`src/rtl/region_blitter.sv`:
```
// region_blitter: draws up to NUM_SLOTS rectangular ROM images into a VGA
// write port, in ascending slot order, each at its own top row.
//
// Ports:
//   clock, resetn      clock and synchronous active-low reset
//   start              begin a pass (sampled only while idle)
//   slot_mask          slots to draw, sampled with start
//   slot_y             per-slot top row, slot i at [i*Y_W +: Y_W]
//   rom_addr/rom_slot  registered ROM pixel index and image select
//   rom_data           ROM colour, valid ROM_LAT cycles after rom_addr
//   busy, done         busy outside IDLE; done pulses for one cycle at end
//   writeEn,x,y,colour registered VGA pixel write
//
// Build option: define REGION_BLITTER_TRANSPARENT_EN to suppress writes of
// pixels whose colour equals KEY_COLOUR.
module region_blitter #(
  parameter int NUM_SLOTS  = 4,
  parameter int REGION_W   = 320,
  parameter int REGION_H   = 50,
  parameter int SCREEN_H   = 240,
  parameter int COLOUR_W   = 3,
  parameter int ADDR_W     = 14,
  parameter int X_W        = 9,
  parameter int Y_W        = 8,
  parameter int ROM_LAT    = 1,
  parameter int KEY_COLOUR = 0
) (
  input  logic                     clock,
  input  logic                     resetn,
  input  logic                     start,
  input  logic [NUM_SLOTS-1:0]     slot_mask,
  input  logic [NUM_SLOTS*Y_W-1:0] slot_y,
  output logic [ADDR_W-1:0]        rom_addr,
  output logic [2:0]               rom_slot,
  input  logic [COLOUR_W-1:0]      rom_data,
  output logic                     busy,
  output logic                     done,
  output logic                     writeEn,
  output logic [X_W-1:0]           x,
  output logic [Y_W-1:0]           y,
  output logic [COLOUR_W-1:0]      colour
);

  localparam int CW = (REGION_W > 1) ? $clog2(REGION_W) : 1;
  localparam int RW = (REGION_H > 1) ? $clog2(REGION_H) : 1;
  localparam int DW = $clog2(ROM_LAT + 1) + 1;
  localparam logic [COLOUR_W-1:0] KEY = COLOUR_W'(KEY_COLOUR);
`ifdef REGION_BLITTER_TRANSPARENT_EN
  localparam bit TRANSP = 1'b1;
`else
  localparam bit TRANSP = 1'b0;
`endif

  typedef enum logic [2:0] {S_IDLE, S_SEEK, S_DRAW, S_DRAIN, S_DONE} state_t;

  state_t                   state, state_n;
  logic [NUM_SLOTS-1:0]     mask;
  logic [NUM_SLOTS*Y_W-1:0] sy;
  logic [3:0]               cur_slot;
  logic [CW-1:0]            col;
  logic [RW-1:0]            row;
  logic [Y_W-1:0]           cur_y;
  logic                     drew;
  logic [DW-1:0]            drain_cnt;

  // lowest enabled slot at or above cur_slot (descending scan, last hit wins)
  logic           seek_found;
  logic [2:0]     seek_idx;
  logic [Y_W-1:0] seek_y;

  always_comb begin
    seek_found = 1'b0;
    seek_idx   = '0;
    seek_y     = '0;
    for (int i = NUM_SLOTS - 1; i >= 0; i--) begin
      if (mask[i] && (4'(i) >= cur_slot)) begin
        seek_found = 1'b1;
        seek_idx   = 3'(i);
        seek_y     = sy[i*Y_W +: Y_W];
      end
    end
  end

  logic last_col, last_px;
  assign last_col = (col == CW'(REGION_W - 1));
  assign last_px  = last_col && (row == RW'(REGION_H - 1));

  always_ff @(posedge clock) begin
    if (!resetn) state <= S_IDLE;
    else         state <= state_n;
  end

  always_comb begin
    state_n = state;
    case (state)
      S_IDLE:  if (start) state_n = S_SEEK;
      S_SEEK: begin
        if (seek_found) state_n = S_DRAW;
        else if (drew)  state_n = S_DRAIN;
        else            state_n = S_DONE;
      end
      S_DRAW:  if (last_px) state_n = S_SEEK;
      S_DRAIN: if (drain_cnt == DW'(ROM_LAT)) state_n = S_DONE;
      S_DONE:  state_n = S_IDLE;
      default: state_n = S_IDLE;
    endcase
  end

  assign busy = (state != S_IDLE);
  assign done = (state == S_DONE);

  // sequencing datapath: slot latch, pixel counters, ROM address
  always_ff @(posedge clock) begin
    if (!resetn) begin
      mask      <= '0;
      sy        <= '0;
      cur_slot  <= '0;
      col       <= '0;
      row       <= '0;
      cur_y     <= '0;
      drew      <= 1'b0;
      drain_cnt <= '0;
      rom_addr  <= '0;
      rom_slot  <= '0;
    end else begin
      case (state)
        S_IDLE: if (start) begin
          mask     <= slot_mask;
          sy       <= slot_y;
          cur_slot <= '0;
          drew     <= 1'b0;
        end
        S_SEEK: begin
          drain_cnt <= '0;
          if (seek_found) begin
            col      <= '0;
            row      <= '0;
            rom_addr <= '0;
            rom_slot <= seek_idx;
            cur_y    <= seek_y;
          end
        end
        S_DRAW: begin
          if (last_px) begin
            for (int i = 0; i < NUM_SLOTS; i++)
              if (rom_slot == 3'(i)) mask[i] <= 1'b0;
            cur_slot <= {1'b0, rom_slot} + 4'd1;
            drew     <= 1'b1;
          end else begin
            rom_addr <= rom_addr + ADDR_W'(1);
            if (last_col) begin
              col <= '0;
              row <= row + RW'(1);
            end else begin
              col <= col + CW'(1);
            end
          end
        end
        S_DRAIN: drain_cnt <= drain_cnt + DW'(1);
        default: ;
      endcase
    end
  end

  // issue-side tags for the address currently on rom_addr; clipping is
  // decided on the untruncated row so wrapped y never reaches the screen
  logic [31:0]    y_full;
  logic           iss_vld;
  logic [X_W-1:0] iss_x;
  logic [Y_W-1:0] iss_y;

  assign y_full  = 32'(cur_y) + 32'(row);
  assign iss_vld = (state == S_DRAW) && (y_full < 32'(SCREEN_H));
  assign iss_x   = X_W'(col);
  assign iss_y   = Y_W'(y_full);

  // tag delay matching ROM latency; stage ROM_LAT-1 lines up with rom_data
  logic [ROM_LAT-1:0]          vld_pipe;
  logic [ROM_LAT-1:0][X_W-1:0] x_pipe;
  logic [ROM_LAT-1:0][Y_W-1:0] y_pipe;
  logic                        key_hit;

  assign key_hit = TRANSP && (rom_data == KEY);

  always_ff @(posedge clock) begin
    if (!resetn) begin
      vld_pipe <= '0;
      x_pipe   <= '0;
      y_pipe   <= '0;
      writeEn  <= 1'b0;
      x        <= '0;
      y        <= '0;
      colour   <= '0;
    end else begin
      vld_pipe[0] <= iss_vld;
      x_pipe[0]   <= iss_x;
      y_pipe[0]   <= iss_y;
      for (int k = 1; k < ROM_LAT; k++) begin
        vld_pipe[k] <= vld_pipe[k-1];
        x_pipe[k]   <= x_pipe[k-1];
        y_pipe[k]   <= y_pipe[k-1];
      end
      writeEn <= vld_pipe[ROM_LAT-1] && !key_hit;
      x       <= x_pipe[ROM_LAT-1];
      y       <= y_pipe[ROM_LAT-1];
      colour  <= rom_data;
    end
  end

endmodule

```
`config.mk`:
```
export PLATFORM = sky130hd
export DESIGN_NAME = region_blitter
export DESIGN_NICKNAME = d
export VERILOG_FILES = /design/src/rtl/region_blitter.sv
export SDC_FILE = /design/constraint.sdc
export NUM_CORES = 1
export LEC_CHECK = 0
export CORE_UTILIZATION = 29
export CTS_CLUSTER_SIZE = 8
export DETAILED_ROUTE_END_ITERATION = 10
export GPL_TIMING_DRIVEN = 0
export PLACE_DENSITY = 0.6
export SYNTH_ARGS = -nofsm -noshare
export SYNTH_HDL_FRONTEND = slang
export SYNTH_SLANG_ARGS = --single-unit
export TNS_END_PERCENT = 50
```
`constraint.sdc`:
```
create_clock -name clock -period 2.35 [get_ports clock]
set_clock_uncertainty 0.1 [all_clocks]
set_input_delay 0.47 -clock clock [delete_from_list [all_inputs] [get_ports clock]]
set_output_delay 0.47 -clock clock [all_outputs]
set_load 0.01 [all_outputs]
```
==> metrics.md <==
| Metric | Value |
|---|---|
| Status | `complete, no violations` |
| Initial antenna violation count | `0` |
| CTS Root Cell | `clkbuf_16` |
| Worst Path Required | `1.78 ns` |
| Leakage | `0.00254 µW` |
| Worst hold stages | `1` |
| Die area | `about 0.019 mm²` |
| Final #Nets | `roughly 760` |
| ANT nets after route | `0` |
| Peak VDD IR | `between 600 and 700 µV` |
| Post-synthesis adder-cell area fraction | `0.0395` |
| Ranking of synthesized cells by area | `dfxtp_1 47%, nand2_1 7.8%, a21oi_1 5.1%` |
| All-Layer GR Usage | `0.143` |
| Flop2flop setup slack | `between 0.1 and 0.15 ns` |
| Post-layout minimum cycle time | `2.27 ns` |
| Commonest cells after routing, fill and taps aside | `121 x dfxtp_1, 110 x nand2_1, 78 x clkdlybuf4s50_1` |
| Post-route cell area | `around 0.0070 mm²` |
| CTS buffer count | `17` |
| Post-synth ARST share | `0` |
| Compound-gate portion of the synthesized area | `0.192` |
| Post-synth EDFFs | `0` |
| Area Growth Syn to Fin | `33.5%` |
| I/O Pins | `82` |
| GP Congestion | `approximately 0.80` |
| CP endpoint kind | `output pin` |
| DR pass1 iterations | `4` |
| Mapped Cells | `600` |
| Dpl cell area | `0.00633 mm²` |
| Startpoint types | `flip-flop` |
| Worst slew pin tran | `between 0.7 and 0.8 ns` |
| Largest net degree at the start of global routing | `17` |
| Clock transition at path regs | `0.06 ns` |
| Final-layout fill cell count | `1779` |
| Clock Sinks | `123` |
| Bufs on Longest Clock Path | `2` |
| Avg WL per Cell | `~13 µm` |
| Rows | `between 40 and 50` |
| R2r endpoint | `y_pipe[6]$_SDFF_PN0_` |
| DR vias | `around 4400` |
| Synth cell types | `62` |
| Most common cell after layout, fill and taps aside | `dfxtp_1` |
| Top cell type's share of synthesized area | `0.468` |
| 1st-iter DRT viols | `about 250` |
| Synthesized area | `approximately 0.0053 mm²` |
| Final period util | `0.968` |
| Max-slew headroom | `0.527` |
| # hold bufs at CTS | `0` |
| DRC violation count after routing | `0` |
| First-pass GRT wire length | `20300 µm` |
| Simple-Gate Fraction of Synth Area | `0.223` |
| Top_reg_cell synth | `dfxtp_1` |
| Synth warn | `0` |
| Min-delay src | `x_pipe[5]$_SDFF_PN0_` |
| CTS tree | `done` |
| Hold crit path type | `flip-flop to flip-flop` |
| Max Freq | `0.440 GHz` |
| Worst skew pair latency | `0.42 ns` |
| Grt ovf | `0` |
| R2R depth | `8` |
| Post-synthesis mux area share | `0.0133` |
| Max-slew violations | `0` |
| Setup WS post-layout | `between 0.07 and 0.08 ns` |
| CTS H-tree lvls | `4` |
| Vias in the first global route | `about 4100` |
| Max cap viols | `0` |
| I/O Buffers | `79` |
| Register bit total from synthesis | `123` |
| Final setup violation count | `0` |
| Initial core utilization | `0.301` |
| Synth Net Count | `~660` |
| R2r startpoint | `row[0]$_SDFFE_PN0P_` |
| Power density cells | `just over 800 mW/mm²` |
| Synth area leader | `dfxtp_1` |
| Seq/Total Area, Yosys | `0.468` |
| Via density per instance | `4.66` |
| Hold Violations, Final | `0` |
| Chip Height | `approximately 140 µm` |
| Hold EP | `x[5]$_SDFF_PN0_` |
| Post-Route WL | `~13000 µm` |
| Largest family of logic cells by synthesized area | `simple AND/OR/NAND/NOR gates` |
| Crit-path max FO | `7` |
| Share of cells above drive strength 1 | `0.0954` |
| Crit Path Category | `flip-flop to output pin` |
| Number of diodes | `0` |
| Core area | `around 0.017 mm²` |
| Pre-CTS setup slack | `-0.343 ns` |
| Hold_ws | `~0.32 ns` |
| Post-DP HPWL | `9030 µm` |
| Average size of a mapped cell | `slightly below 9 µm²` |
| Post-synthesis xor/xnor area fraction | `0.0250` |
| Crit path DAT | `1.70 ns` |
| Die Wd | `approximately 140 µm` |
## per-stage QoR
stage               TNS [ns]  cells  power (µW)  utilization
floorplan                  0    600        2810            -
global placement       -8.36    904        3100        0.362
detailed placement     -9.83    904        3100        0.362
CTS                        0    939        5880        0.400
global route        -0.00351    938        6080        0.402
finish                     0    938        5820        0.402
## sequential cells by signal, summed over array words and instances, names as in the netlist, 8 cells and up
| register | count |
|---|---|
| col | 9 |
| cur_y | 8 |
| rom_addr | 14 |
| sy | 32 |
| x | 9 |
| x_pipe | 9 |
| y | 8 |
| y_pipe | 8 |
## logic make-up after synthesis
family | Yosys count
AOI/OAI and AO/OA | 142
muxes | 7
other | 1
xor gates and xnor gates | 15
and+or+nand+nor | 246
buffers and inverters | 50
adders and majority gates | 16
DFF | 123
## synth_stat cells (all sizes together) (5+ instances only)
cell and count:
dfxtp 123, nand2 111, a21oi 55, nor2 37, and2 33, clkbuf 25
nand3 24, inv 19, ha 15, xnor2 15, a211oi 11, o211ai 11
o21ai 10, a32o 8, o22a 8, mux2i 7, or3 7, a2111oi 6
and3 6, buf 6, nor3 6, a31oi 5, nor2b 5
## timing repair
item / in CTS / in global routing
pin swaps: 0 / 1
endpoints found under the setup margin: 3 / 52
gates resized for setup: 4 / 11
setup buffers: 3 / 0
## per-layer routing
metal | vias to the layer above | wire length [µm] | track usage
li1 | 2292 | - | -
met1 | 1990 | 6190 | 0.187
met2 | 81 | 5790 | 0.219
met3 | 10 | 494 | 0.0470
met4 | 0 | 137 | 0.0494
met5 | - | 0 | 0
## worst max-delay path by stage
stage	start	cells past startpoint	slack [ns]	to
3_5_place_dp	resetn	6	-0.34	drain_cnt[0]$_SDFFE_PN0P_
2_1_floorplan	row[0]$_SDFFE_PN0P_	8	0.32	y_pipe[6]$_SDFF_PN0_
5_1_grt	row[0]$_SDFFE_PN0P_	8	-0.004	y_pipe[6]$_SDFF_PN0_
3_3_place_gp	resetn	6	-0.30	drain_cnt[1]$_SDFFE_PN0P_
6_report	state[1]$_SDFFE_PN0P_	3	0.08	busy
4_1_cts	state[0]$_SDFFE_PN0P_	3	0.005	busy
## power by group
part,leakage [µW],switching [µW],internal (µW)
clock network,0.000296,974,1780
logic,0.00125,470,316
registers,0.000998,79.1,2200
## critical path, stage by stage (launching register included)
cell and delay (ns):
dfxtp_1 0.45, inv_1 0.11, nand2_1 0.13, clkdlybuf4s50_1 0.59
## final cells by class
type,instances,area (µm²),area share
plain buffers,30,131,0.0187
clock buffers,18,429,0.0611
clock inverters,14,196,0.0280
inverters,19,71.3,0.0102
multi-input cells,427,2630,0.375
flip-flops and latches,123,2460,0.351
well taps,225,282,0.0401
repair buffers,82,812,0.116
Power figures use the tool's default switching activity.
